==> config.mk <==
export PLATFORM = sky130hd
export DESIGN_NAME = bt_uart_rx
export DESIGN_NICKNAME = d
export VERILOG_FILES = /design/src/rtl/bt_uart_rx.sv
export SDC_FILE = /design/constraint.sdc
export NUM_CORES = 1
export LEC_CHECK = 0
export CORE_ASPECT_RATIO = 0.8
export CORE_MARGIN = 3
export CORE_UTILIZATION = 50
export CTS_BUF_LIST = sky130_fd_sc_hd__clkbuf_8
export DETAILED_ROUTE_END_ITERATION = 16
export GPL_ROUTABILITY_DRIVEN = 0
export PLACE_DENSITY_LB_ADDON = 0.25
export SLEW_MARGIN = 10
export SYNTH_ARGS = -nofsm -noshare
export SYNTH_HDL_FRONTEND = slang
export SYNTH_SLANG_ARGS = --single-unit
==> constraint.sdc <==
create_clock -name clk -period 5.25 [get_ports clk]
set_clock_uncertainty 0.15 [all_clocks]
set_input_delay 0.7875 -clock clk [delete_from_list [all_inputs] [get_ports clk]]
set_output_delay 0.7875 -clock clk [all_outputs]
set_load 0.1 [all_outputs]
==> src/rtl/bt_uart_rx.sv <==
// bt_uart_rx: 16x oversampled UART receiver, show-ahead byte FIFO, sticky errors.
// Ports: clk, reset_n, rxd in; out_data/out_valid/out_ready byte stream;
// fifo_count; frame_err, overrun, parity_err; clr_err. Macro: BT_UART_RX_PARITY_EN.
module bt_uart_rx #(
  parameter int CLK_HZ     = 50000000,
  parameter int BAUD       = 115200,
  parameter int FIFO_DEPTH = 16
) (
  input  logic                        clk,
  input  logic                        reset_n,
  input  logic                        rxd,
  output logic [7:0]                  out_data,
  output logic                        out_valid,
  input  logic                        out_ready,
  output logic [$clog2(FIFO_DEPTH):0] fifo_count,
  output logic                        frame_err,
  output logic                        overrun,
  output logic                        parity_err,
  input  logic                        clr_err
);
  localparam int DIV_R = (CLK_HZ + 8 * BAUD) / (16 * BAUD);
  localparam int DIV   = (DIV_R < 1) ? 1 : DIV_R;
  localparam int PW    = (DIV > 1) ? $clog2(DIV) : 1;
  localparam int AW    = $clog2(FIFO_DEPTH);
  localparam logic [PW-1:0] PSC_TOP = PW'(DIV - 1);
  localparam logic [AW:0]   FULL    = (AW + 1)'(FIFO_DEPTH);

  typedef enum logic [2:0] {
    S_IDLE,
    S_START,
    S_DATA,
    S_STOP,
    S_WAIT
`ifdef BT_UART_RX_PARITY_EN
    , S_PARITY
`endif
  } state_t;

  state_t        state;
  logic          rx_m;
  logic          rxs;
  logic          rxs_q;
  logic [PW-1:0] psc;
  logic          tick;
  logic          mid;
  logic          last;
  logic [3:0]    tc;
  logic [2:0]    bc;
  logic [7:0]    sh;
  logic          good;
  logic          push;
  logic          pop;
  logic          wr_en;
  logic          full;
  logic [AW-1:0] wp;
  logic [AW-1:0] rp;
  logic [7:0]    mem [FIFO_DEPTH];

  // rxs_q is the previous synchronized level, used only for edge detect
  always_ff @(posedge clk or negedge reset_n) begin
    if (!reset_n) begin
      rx_m  <= 1'b1;
      rxs   <= 1'b1;
      rxs_q <= 1'b1;
    end else begin
      rx_m  <= rxd;
      rxs   <= rx_m;
      rxs_q <= rxs;
    end
  end

  // held at zero in IDLE so bit phase starts at the start edge
  always_ff @(posedge clk or negedge reset_n) begin
    if (!reset_n)
      psc <= '0;
    else if (state == S_IDLE || psc == PSC_TOP)
      psc <= '0;
    else
      psc <= psc + 1'b1;
  end

  assign tick = (state != S_IDLE) && (psc == PSC_TOP);
  assign mid  = tick && (tc == 4'd7);
  assign last = tick && (tc == 4'd15);

`ifdef BT_UART_RX_PARITY_EN
  logic bad;
  assign good = !bad;
`else
  assign good = 1'b1;
  assign parity_err = 1'b0;
`endif

  assign push = (state == S_STOP) && last && rxs && good;

  always_ff @(posedge clk or negedge reset_n) begin
    if (!reset_n) begin
      state     <= S_IDLE;
      tc        <= '0;
      bc        <= '0;
      sh        <= '0;
      frame_err <= 1'b0;
`ifdef BT_UART_RX_PARITY_EN
      bad        <= 1'b0;
      parity_err <= 1'b0;
`endif
    end else begin
      if (clr_err) begin
        frame_err <= 1'b0;
`ifdef BT_UART_RX_PARITY_EN
        parity_err <= 1'b0;
`endif
      end
      if (tick)
        tc <= tc + 4'd1;
      unique case (state)
        S_IDLE: begin
          if (rxs_q && !rxs) begin
            tc    <= '0;
            bc    <= '0;
            state <= S_START;
`ifdef BT_UART_RX_PARITY_EN
            bad   <= 1'b0;
`endif
          end
        end
        S_START: begin
          if (mid) begin
            if (rxs) begin
              state <= S_IDLE;
            end else begin
              tc    <= '0;
              state <= S_DATA;
            end
          end
        end
        S_DATA: begin
          if (last) begin
            sh <= {rxs, sh[7:1]};
            bc <= bc + 3'd1;
            if (bc == 3'd7) begin
`ifdef BT_UART_RX_PARITY_EN
              state <= S_PARITY;
`else
              state <= S_STOP;
`endif
            end
          end
        end
`ifdef BT_UART_RX_PARITY_EN
        S_PARITY: begin
          if (last) begin
            if (^{sh, rxs}) begin
              bad        <= 1'b1;
              parity_err <= 1'b1;
            end
            state <= S_STOP;
          end
        end
`endif
        S_STOP: begin
          if (last) begin
            if (rxs) begin
              state <= S_IDLE;
            end else begin
              frame_err <= 1'b1;
              state     <= S_WAIT;
            end
          end
        end
        S_WAIT: begin
          if (rxs)
            state <= S_IDLE;
        end
        default: state <= S_IDLE;
      endcase
    end
  end

  assign full      = (fifo_count == FULL);
  assign out_valid = (fifo_count != '0);
  assign out_data  = mem[rp];
  assign pop       = out_valid && out_ready;
  // a pop in the same cycle frees the slot a full FIFO would lack
  assign wr_en     = push && (!full || pop);

  always_ff @(posedge clk or negedge reset_n) begin
    if (!reset_n) begin
      wp         <= '0;
      rp         <= '0;
      fifo_count <= '0;
      overrun    <= 1'b0;
      mem        <= '{default: '0};
    end else begin
      if (wr_en) begin
        mem[wp] <= sh;
        wp      <= wp + 1'b1;
      end
      if (pop)
        rp <= rp + 1'b1;
      if (wr_en && !pop)
        fifo_count <= fifo_count + 1'b1;
      else if (!wr_en && pop)
        fifo_count <= fifo_count - 1'b1;
      if (clr_err)
        overrun <= 1'b0;
      if (push && !wr_en)
        overrun <= 1'b1;
    end
  end
endmodule

==> reports/qor.txt, run 1 <==
Max clock buf depth - 2
R2R cell count - 12
Synth top area share - 0.503
power per cell area - 354 mW/mm^2
Layout area overhead - 8.72%
hold_sp - rx_m$_DFF_PN1_
CP Class - reg -> out
worst-path fanout max - 8
startpoint types - register
IO Pins - 22
Crit. End Element - output pin
worst rel slew slack - 0.322
vias per cell - 5.76
largest net degree at the start of global routing - 99
overall routing resource usage - 0.198
sum of negative setup slack - 0 ns
Antenna Nets Post-Route - 0
vias post-DR - 4600
Critical Path AT - 3.29 ns
Static Leak - 4.29 nW
hold_buf cts - 0
Max Clk Rate - 237 MHz
Synth Net Count - 589
Layout Nets - 591
number of H-tree levels - 4
initial core utilization - 0.517
outcome - completed
final core area utilization - 0.562
# fillers - 1253
ranking of synthesized cells by area - dfrtp_1, mux2_2, mux2_4
CP peak stage delay - 1.17 ns
CP top delay family - buffers and inverters
CTS tree - built
Power Total - 0.00317 W
Reg clk slew, reported paths - 0.09 ns
worst path bufs/invs - 1
Hold WC Path Type - reg -> reg
Warnings, synthesis - 0
Final period util - 0.804
number of diodes - 0
Slew Viols, Final - 0
CP Cell Sequence - nor2b_1 -> a22oi_1 -> nand2_1 -> clkdlybuf4s50_1
placed inst area - 0.00856 sq mm
Wirelength per Cell - 21.0 microns
hold path cells - 0
Mapped Cells - 569
first-pass GRT wire length - 27000 microns
Synth area leader - dfrtp_1
drt pass-1 iters - 6
clk root buf - clkbuf_8
Syn Std Cell Area - 0.00825 sq mm
synth unique cells - 50
grt total ovfl - 0
Slew @ Worst Pin - 1.01 ns
share of cells above drive strength 1 - 0.378
PortBufs - 20
RSZ-0062 raised after global routing - no
worst vdd ir - 0.371 mV
die width - 150 microns
final setup fails - 0
Primary FF master, synth - dfrtp_1
postcts setup bufs - 0
number of global-route vias before repair - 4651
MaxCap Viol Count - 0
worst reg2reg startpoint - psc[0]$_DFF_PN0_
hold path endpoint - rxs$_DFF_PN1_
core box area - 0.0160 sq mm
fin cells - 799
flop2flop setup slack - 2.00 ns
number of synthesized flops with an enable pin - 0
CTS Buf Count - 17
drt drc - 0
Routed WL - 16800 microns
Worst Path Required - 4.31 ns
Chip Height - 121 microns
Hold Fails Final Rpt - 0
DRT iter0 DRCs - 349
HPWL Detailed - 10800 microns
Post-Syn Area per Cell - 14.5 sq um
die area - 0.0181 sq mm
Std-Cell Rows - 41
Worst R2R End - fifo_count[4]$_DFFE_PN0P_
clock sinks - 169
sequential share of the synthesized area - 0.513
post-route minimum period - 4.22 ns
dpl cells - 767
flops & latches, synth - 169
final instance area - 0.00897 sq mm
Worst path slowest cell - clkdlybuf4s50_1
ys async rst share - 1.00
initial antenna violation count - 0
cts repair resizes - 0
clk_lat worst skew - 0.45 ns
## kinds of logic after synthesis
logic type,after synthesis,share of synthesized area
fa+ha+maj,15,0.0237
other cells,1,0.000454
mux,169,0.296
xor+xnor,15,0.0159
simple gates,104,0.0823
compound gates,43,0.0381
flops,169,0.513
buf+inv,53,0.0306
## worst max path at each step
stage	start	to	slack, ns	cells past startpoint
5_1_grt	rp[0]$_DFFE_PN0P_	out_data[0]	0.88	5
3_3_place_gp	rp[0]$_DFFE_PN0P_	out_data[0]	1.47	5
6_report	rp[2]$_DFFE_PN0P_	out_data[7]	1.03	4
2_1_floorplan	fifo_count[1]$_DFFE_PN0P_	fifo_count[4]$_DFFE_PN0P_	1.96	10
4_1_cts	rp[0]$_DFFE_PN0P_	out_data[7]	0.97	5
3_5_place_dp	rp[0]$_DFFE_PN0P_	out_data[7]	1.48	5
## registers in the layout, indices dropped and copies added (netlist names)
| register | flops |
|---|---|
| rxs | 1 |
| sh | 8 |
| tc | 4 |
| mem | 128 |
| rx_m | 1 |
| rxs_q | 1 |
| state | 3 |
| bc | 3 |
| frame_err | 1 |
| overrun | 1 |
| psc | 5 |
| wp | 4 |
| rp | 4 |
| fifo_count | 5 |
## layout make-up
type	instances	area (sq um)	share of cell area
Sequential cell	169	4230	0.472
Clock inverter	12	134	0.0149
Clock buffer	20	275	0.0307
Timing Repair Buffer	25	251	0.0280
Inverter	11	41.3	0.00460
Tap cell	215	269	0.0300
Multi-Input combinational cell	347	3770	0.420
## cells in the final DEF (no fill, tap or decap), types with 3 or more instances in the layout
cell type	count
inv_1	16
xnor2_1	9
or3_1	3
and3_1	3
a22oi_1	16
o21ai_0	8
mux4_2	32
nand2_1	31
a21oi_1	5
nor3_1	5
clkbuf_8	20
mux2_2	87
and2_1	5
bufinv_16	3
and4_1	6
nand3_2	6
ha_1	14
nor2b_1	8
nor2_1	12
xor2_1	6
nand3_1	10
mux2_4	48
o21a_1	3
dfrtp_1	165
buf_4	4
clkdlybuf4s50_1	19
dfstp_2	3
nand3_4	6
## synthesized netlist by cell type (9+ instances only)
| library cell | count |
|---|---|
| ha_1 | 14 |
| a22oi_1 | 16 |
| nand2_1 | 31 |
| dfrtp_1 | 166 |
| clkbuf_1 | 23 |
| nor2_1 | 12 |
| mux2_2 | 87 |
| nand3_1 | 10 |
| mux2_4 | 48 |
| xnor2_1 | 9 |
| buf_2 | 9 |
| mux4_2 | 32 |
| inv_1 | 11 |
## layer usage
layer	wire length, microns	GRT usage	up-vias
met4	94	0.0463	0
met3	714	0.0553	7
met2	7900	0.295	90
met5	0	0	-
met1	8040	0.291	2432
li1	-	-	2071
## per-stage QoR
step	setup slack, ns	hold slack [ns]
after floorplan	1.96	0.195
after detailed placement	1.48	0.197
after global placement	1.47	0.197
final	1.03	0.210
after CTS	0.971	0.210
after global routing	0.875	0.216
## power by group
part           internal (W)  switching [W]  total (W)
registers           0.00137       0.000107    0.00148
clock network      0.000499       0.000450   0.000949
logic              0.000264       0.000487   0.000750
## worst register-to-register path, delay by kind of cell, from the launching register on
kind            cells  cell delay, ns
buf+inv             2            0.20
compound gates      4            0.87
flops               1            0.41
fa+ha+maj           3            0.86
simple gates        3            0.63
No activity file was read; power rests on OpenSTA's default activity.
==> run 2: changes to the inputs <==
Clock period 5.25 ns to 4.4 ns, I/O delays scaled along.
==> run 2 against run 1 <==
  * Combinational power increased by 16%
  * Count of clock-buffer cells in the layout decreased by 2
  * Design area hardly changed
  * Power grew 21%
  * Register-to-register slack lost 0.84 ns
  * Setup slack got worse by 0.24 ns
  * Final cell count stayed put
  * Sequential power increased by 22%
  * Core utilization is essentially flat
  * Die area did not move
  * Clock power increased by 23%
  * Non-clock buffer count stayed put
  * Critical path type unchanged
  * Critical endpoint is now out_data[0]
==> reports/qor.txt, run 2 (synthesized netlist as in run 1, its figures left out) <==
Largest Register - mem
flop2flop setup slack - 1.16 ns
drt pass-1 iters - 4
die width - 150 microns
clk_lat worst skew - 0.46 ns
RSZ-0062 raised after global routing - no
total net switching power - 0.00132 W
Chip Height - 121 microns
worst rel slew slack - 0.278
first-pass GRT wire length - 27600 microns
Static Leak - 4.29 nW
Routed WL - 16600 microns
Switching Fraction - 0.343
dpl ws - 1.06 ns
# fillers - 1267
final setup fails - 0
CTS Buf Count - 17
Power Total - 0.00384 W
PortBufs - 20
Final period util - 0.820
Layout Nets - 591
initial core utilization - 0.517
HPWL Detailed - 10700 microns
IO Pins - 22
met3 Use GR - 0.0429
Max clock buf depth - 2
Hold WC Path Type - reg -> reg
grt total ovfl - 0
Largest regs - mem (128), sh (8)
Worst Path Required - 3.59 ns
vias post-DR - 4605
post-route minimum period - 3.61 ns
number of diodes - 0
die area - 0.0181 sq mm
worst vdd ir - 0.501 mV
worst path bufs/invs - 2
DRT iter0 DRCs - 323
final core area utilization - 0.562
Clk pwr share - 0.305
Slew Viols, Final - 0
sum of negative setup slack - 0 ns
CP most frequent cell - buf_4
Internal - 0.00252 W
core box area - 0.0160 sq mm
number of H-tree levels - 4
CP top delay family - flip-flops
clock sinks - 169
met1 usage - 0.305
combinational share of power - 0.227
Worst path slowest cell - dfrtp_2
overall routing resource usage - 0.200
CP peak stage delay - 0.77 ns
commonest non-fill, non-tap cell in the layout - dfrtp_1
outcome - completed
power per cell area - 428 mW/mm^2
drt drc - 0
cts repair resizes - 0
Std-Cell Rows - 41
Layout area overhead - 8.63%
Flop pwr share - 0.468
max reg flops - 128
Slew @ Worst Pin - 1.08 ns
vias per cell - 5.76
Antenna Nets Post-Route - 0
CP Class - reg -> out
Max Clk Rate - 277 MHz
number of global-route vias before repair - 4789
largest net degree at the start of global routing - 120
Hold Fails Final Rpt - 0
CTS tree - built
worst-path fanout max - 17
hold_buf cts - 0
Wirelength per Cell - 20.8 microns
routing usage on met2 - 0.294
Critical Path AT - 2.80 ns
global routing's busiest layer - met1
clk root buf - clkbuf_8
commonest non-fill, non-tap cells in the layout - dfrtp_1, mux2_2, mux2_4
startpoint types - register
Crit. End Element - output pin
final setup margin - 0.790 ns
postcts setup bufs - 0
initial antenna violation count - 0
MaxCap Viol Count - 0
Reg clk slew, reported paths - 0.09 ns
share of cells above drive strength 1 - 0.399
CP Cell Sequence - buf_4 -> mux4_2 -> a22oi_1 -> nand2_1 -> buf_4
[run 2: power groups by stage]
| stage | combinational (W) | clock, W | sequential (W) |
|---|---|---|---|
| floorplan | 0.000537 | 0 | 0.00190 |
| global placement | 0.000851 | 0 | 0.00182 |
| detailed placement | 0.000877 | 0 | 0.00183 |
| CTS | 0.000881 | 0.00120 | 0.00180 |
| global route | 0.000946 | 0.00127 | 0.00182 |
| finish | 0.000870 | 0.00117 | 0.00180 |
[run 2: metal layers]
metal / vias to the layer above / share of wire
met2: 66 / 0.46
li1: 2082 / -
met5: - / 0
met3: 14 / 0.038
met1: 2443 / 0.50
met4: 0 / 0.0093
[run 2: worst paths after layout]
kind | to | from | depth (start not counted)
max | out_data[0] | rp[0]$_DFFE_PN0P_ | 5
min | rxs$_DFF_PN1_ | rx_m$_DFF_PN1_ | 0
max reg2reg | fifo_count[4]$_DFFE_PN0P_ | psc[0]$_DFF_PN0_ | 12
min reg2reg | rxs$_DFF_PN1_ | rx_m$_DFF_PN1_ | 0
max in group asynchronous | mem[45]$_DFFE_PN0P_ | reset_n | 2
min in group asynchronous | mem[111]$_DFFE_PN0P_ | reset_n | 1
[run 2: cell type report]
class	instances	area, sq um	share of cell area
tap	215	269	0.0300
clock inverter	14	174	0.0194
clock buffer	18	248	0.0276
sequential	169	4230	0.472
timing repair buffer	25	231	0.0258
inverter	11	41.3	0.00461
multi-input combinational	347	3770	0.420
[run 2: metrics by stage]
stage | instance area (sq um) | instances | hold WS, ns
floorplan | 8250 | 569 | 0.195
global placement | 8540 | 767 | 0.196
detailed placement | 8540 | 767 | 0.201
CTS | 8960 | 799 | 0.216
global route | 8960 | 799 | 0.222
finish | 8960 | 799 | 0.211
==> run 3: changes to the inputs <==
Clock period 4.4 ns to 3.4 ns, I/O delays scaled along.
==> run 3 against run 2 <==
  * Global-route usage grew 0.14 points
  * Count of clock-buffer cells in the layout rose by 1
  * Via count increased by 1.7%
  * Sequential cell count unchanged
  * Highest routed layer unchanged
==> reports/qor.txt, run 3 (synthesized netlist as in run 1, its figures left out) <==
outcome - completed
Flop pwr share - 0.444
Final period util - 0.938
combinational share of power - 0.248
Largest regs - mem (128), sh (8)
final instance area - 0.00921 sq mm
number of diodes - 0
fin cells - 814
power per cell area - 553 mW/mm^2
Crit. End Element - output pin
Hold WS - 0.205 ns
clk root buf - clkbuf_8
worst vdd ir - 0.691 mV
vias post-DR - 4683
Worst Path Required - 2.74 ns
number of H-tree levels - 4
Wirelength per Cell - 20.4 microns
worst reg2reg startpoint - psc[0]$_DFF_PN0_
clk_lat worst skew - 0.46 ns
Antenna Nets Post-Route - 0
Chip Height - 121 microns
final core area utilization - 0.577
Hold WC Path Type - reg -> reg
MaxCap Viol Count - 0
die width - 150 microns
largest net degree at the start of global routing - 73
vias per cell - 5.75
# fillers - 1280
die area - 0.0181 sq mm
Std-Cell Rows - 41
multi-input logic area - 0.00377 sq mm
hold path endpoint - rxs$_DFF_PN1_
Clk pwr share - 0.307
RSZ-0062 raised after global routing - no
Max clock buf depth - 2
Switching Fraction - 0.329
share of cells above drive strength 1 - 0.424
core box area - 0.0160 sq mm
startpoint types - register
Worst path slowest cell - mux4_2
Internal - 0.00342 W
Largest Register - mem
clock sinks - 169
Max Clk Rate - 314 MHz
R2R cell count - 12
DRT iter0 DRCs - 282
worst rel slew slack - 0.351
Slew @ Worst Pin - 0.971 ns
CP Class - reg -> out
Static Leak - 4.42 nW
hold_sp - rx_m$_DFF_PN1_
post-route minimum period - 3.19 ns
CTS Buf Count - 17
first-pass GRT wire length - 27800 microns
final setup fails - 0
Routed WL - 16600 microns
Slew Viols, Final - 0
hold path cells - 0
CP Cell Sequence - buf_12 -> buf_12 -> mux4_2 -> a22oi_1 -> nand2_1 -> buf_12
worst-path fanout max - 19
CP peak stage delay - 0.51 ns
Hold Fails Final Rpt - 0
Worst R2R End - fifo_count[4]$_DFFE_PN0P_
Layout area overhead - 11.6%
initial antenna violation count - 0
overall routing resource usage - 0.201
grt total ovfl - 0
Reg area - 0.00423 sq mm
number of global-route vias before repair - 5044
HPWL Detailed - 10900 microns
drt drc - 0
total net switching power - 0.00168 W
initial core utilization - 0.517
drt pass-1 iters - 4
Critical Path AT - 2.53 ns
Reg clk slew, reported paths - 0.09 ns
IO Pins - 22
flop2flop setup slack - 0.30 ns
CP most frequent cell - buf_12
sum of negative setup slack - 0 ns
PortBufs - 20
Layout Nets - 606
placed inst area - 0.00873 sq mm
max reg flops - 128
CTS tree - built
commonest non-fill, non-tap cell in the layout - dfrtp_1
dpl cells - 778
commonest non-fill, non-tap cells in the layout - dfrtp_1, mux2_2, mux2_4
==> run 3: changes by cell type in the layout (fill, tap and decap cells not counted), sizes merged <==
cell           change
inv                -1
clkbuf             +1
bufinv             +1
clkinv             +3
clkdlybuf4s50      -6
clkinvlp           -4
buf               +20
dlygate4sd3        +1
==> run 3: stage by stage <==
stage	setup slack (ns)	power, W
floorplan	0.109	0.00316
global placement	0.239	0.00351
detailed placement	0.127	0.00355
CTS	0.0728	0.00512
global route	0.0831	0.00534
finish	0.212	0.00509
==> run 3: worst max-delay path by stage <==
| stage | start | endpoint | slack, ns | cells after the start |
|---|---|---|---|---|
| after floorplan | fifo_count[1]$_DFFE_PN0P_ | fifo_count[4]$_DFFE_PN0P_ | 0.11 | 10 |
| after global placement | out_ready | fifo_count[4]$_DFFE_PN0P_ | 0.24 | 10 |
| after detailed placement | out_ready | fifo_count[4]$_DFFE_PN0P_ | 0.13 | 10 |
| after CTS | rp[0]$_DFFE_PN0P_ | out_data[4] | 0.07 | 6 |
| after global routing | rp[0]$_DFFE_PN0P_ | out_data[4] | 0.08 | 6 |
| final | rp[0]$_DFFE_PN0P_ | out_data[4] | 0.21 | 6 |
==> run 3: critical path: cells and delay by family, from the launching register on <==
family,cells,cell delay (ns)
buffers and inverters,3,0.61
multiplexers,1,0.51
flip-flops,1,0.45
AO/OA/AOI/OAI,1,0.31
AND/OR/NAND/NOR,1,0.16
==> run 3: layer usage <==
layer	vias up	GRT usage	part of all wire
li1	2112	-	-
met1	2473	0.291	0.48
met2	79	0.305	0.46
met3	19	0.0504	0.047
met4	0	0.0577	0.015
met5	-	0	0
==> run 3: what timing repair did <==
item                       CTS  global route
hold buffers                 1             0
setup endpoints to repair    0             4
hold endpoints to repair    65             0
buffers inserted             0             3
gates resized for setup      0             2
==> run 3: final cells by class <==
cell class,count,share of cell area
clock inverters,13,0.0191
multi-input cells,347,0.410
well taps,215,0.0292
flip-flops and latches,169,0.460
inverters,11,0.00448
clock buffers,19,0.0284
repair buffers,40,0.0496
==> run 3: power by group through the flow <==
stage / logic [W] / clock network, W / registers (W)
after floorplan: 0.000695 / 0 / 0.00246
after global placement: 0.00122 / 0 / 0.00230
after global routing: 0.00137 / 0.00169 / 0.00228
final: 0.00126 / 0.00157 / 0.00226
after detailed placement: 0.00124 / 0 / 0.00231
after CTS: 0.00125 / 0.00160 / 0.00227
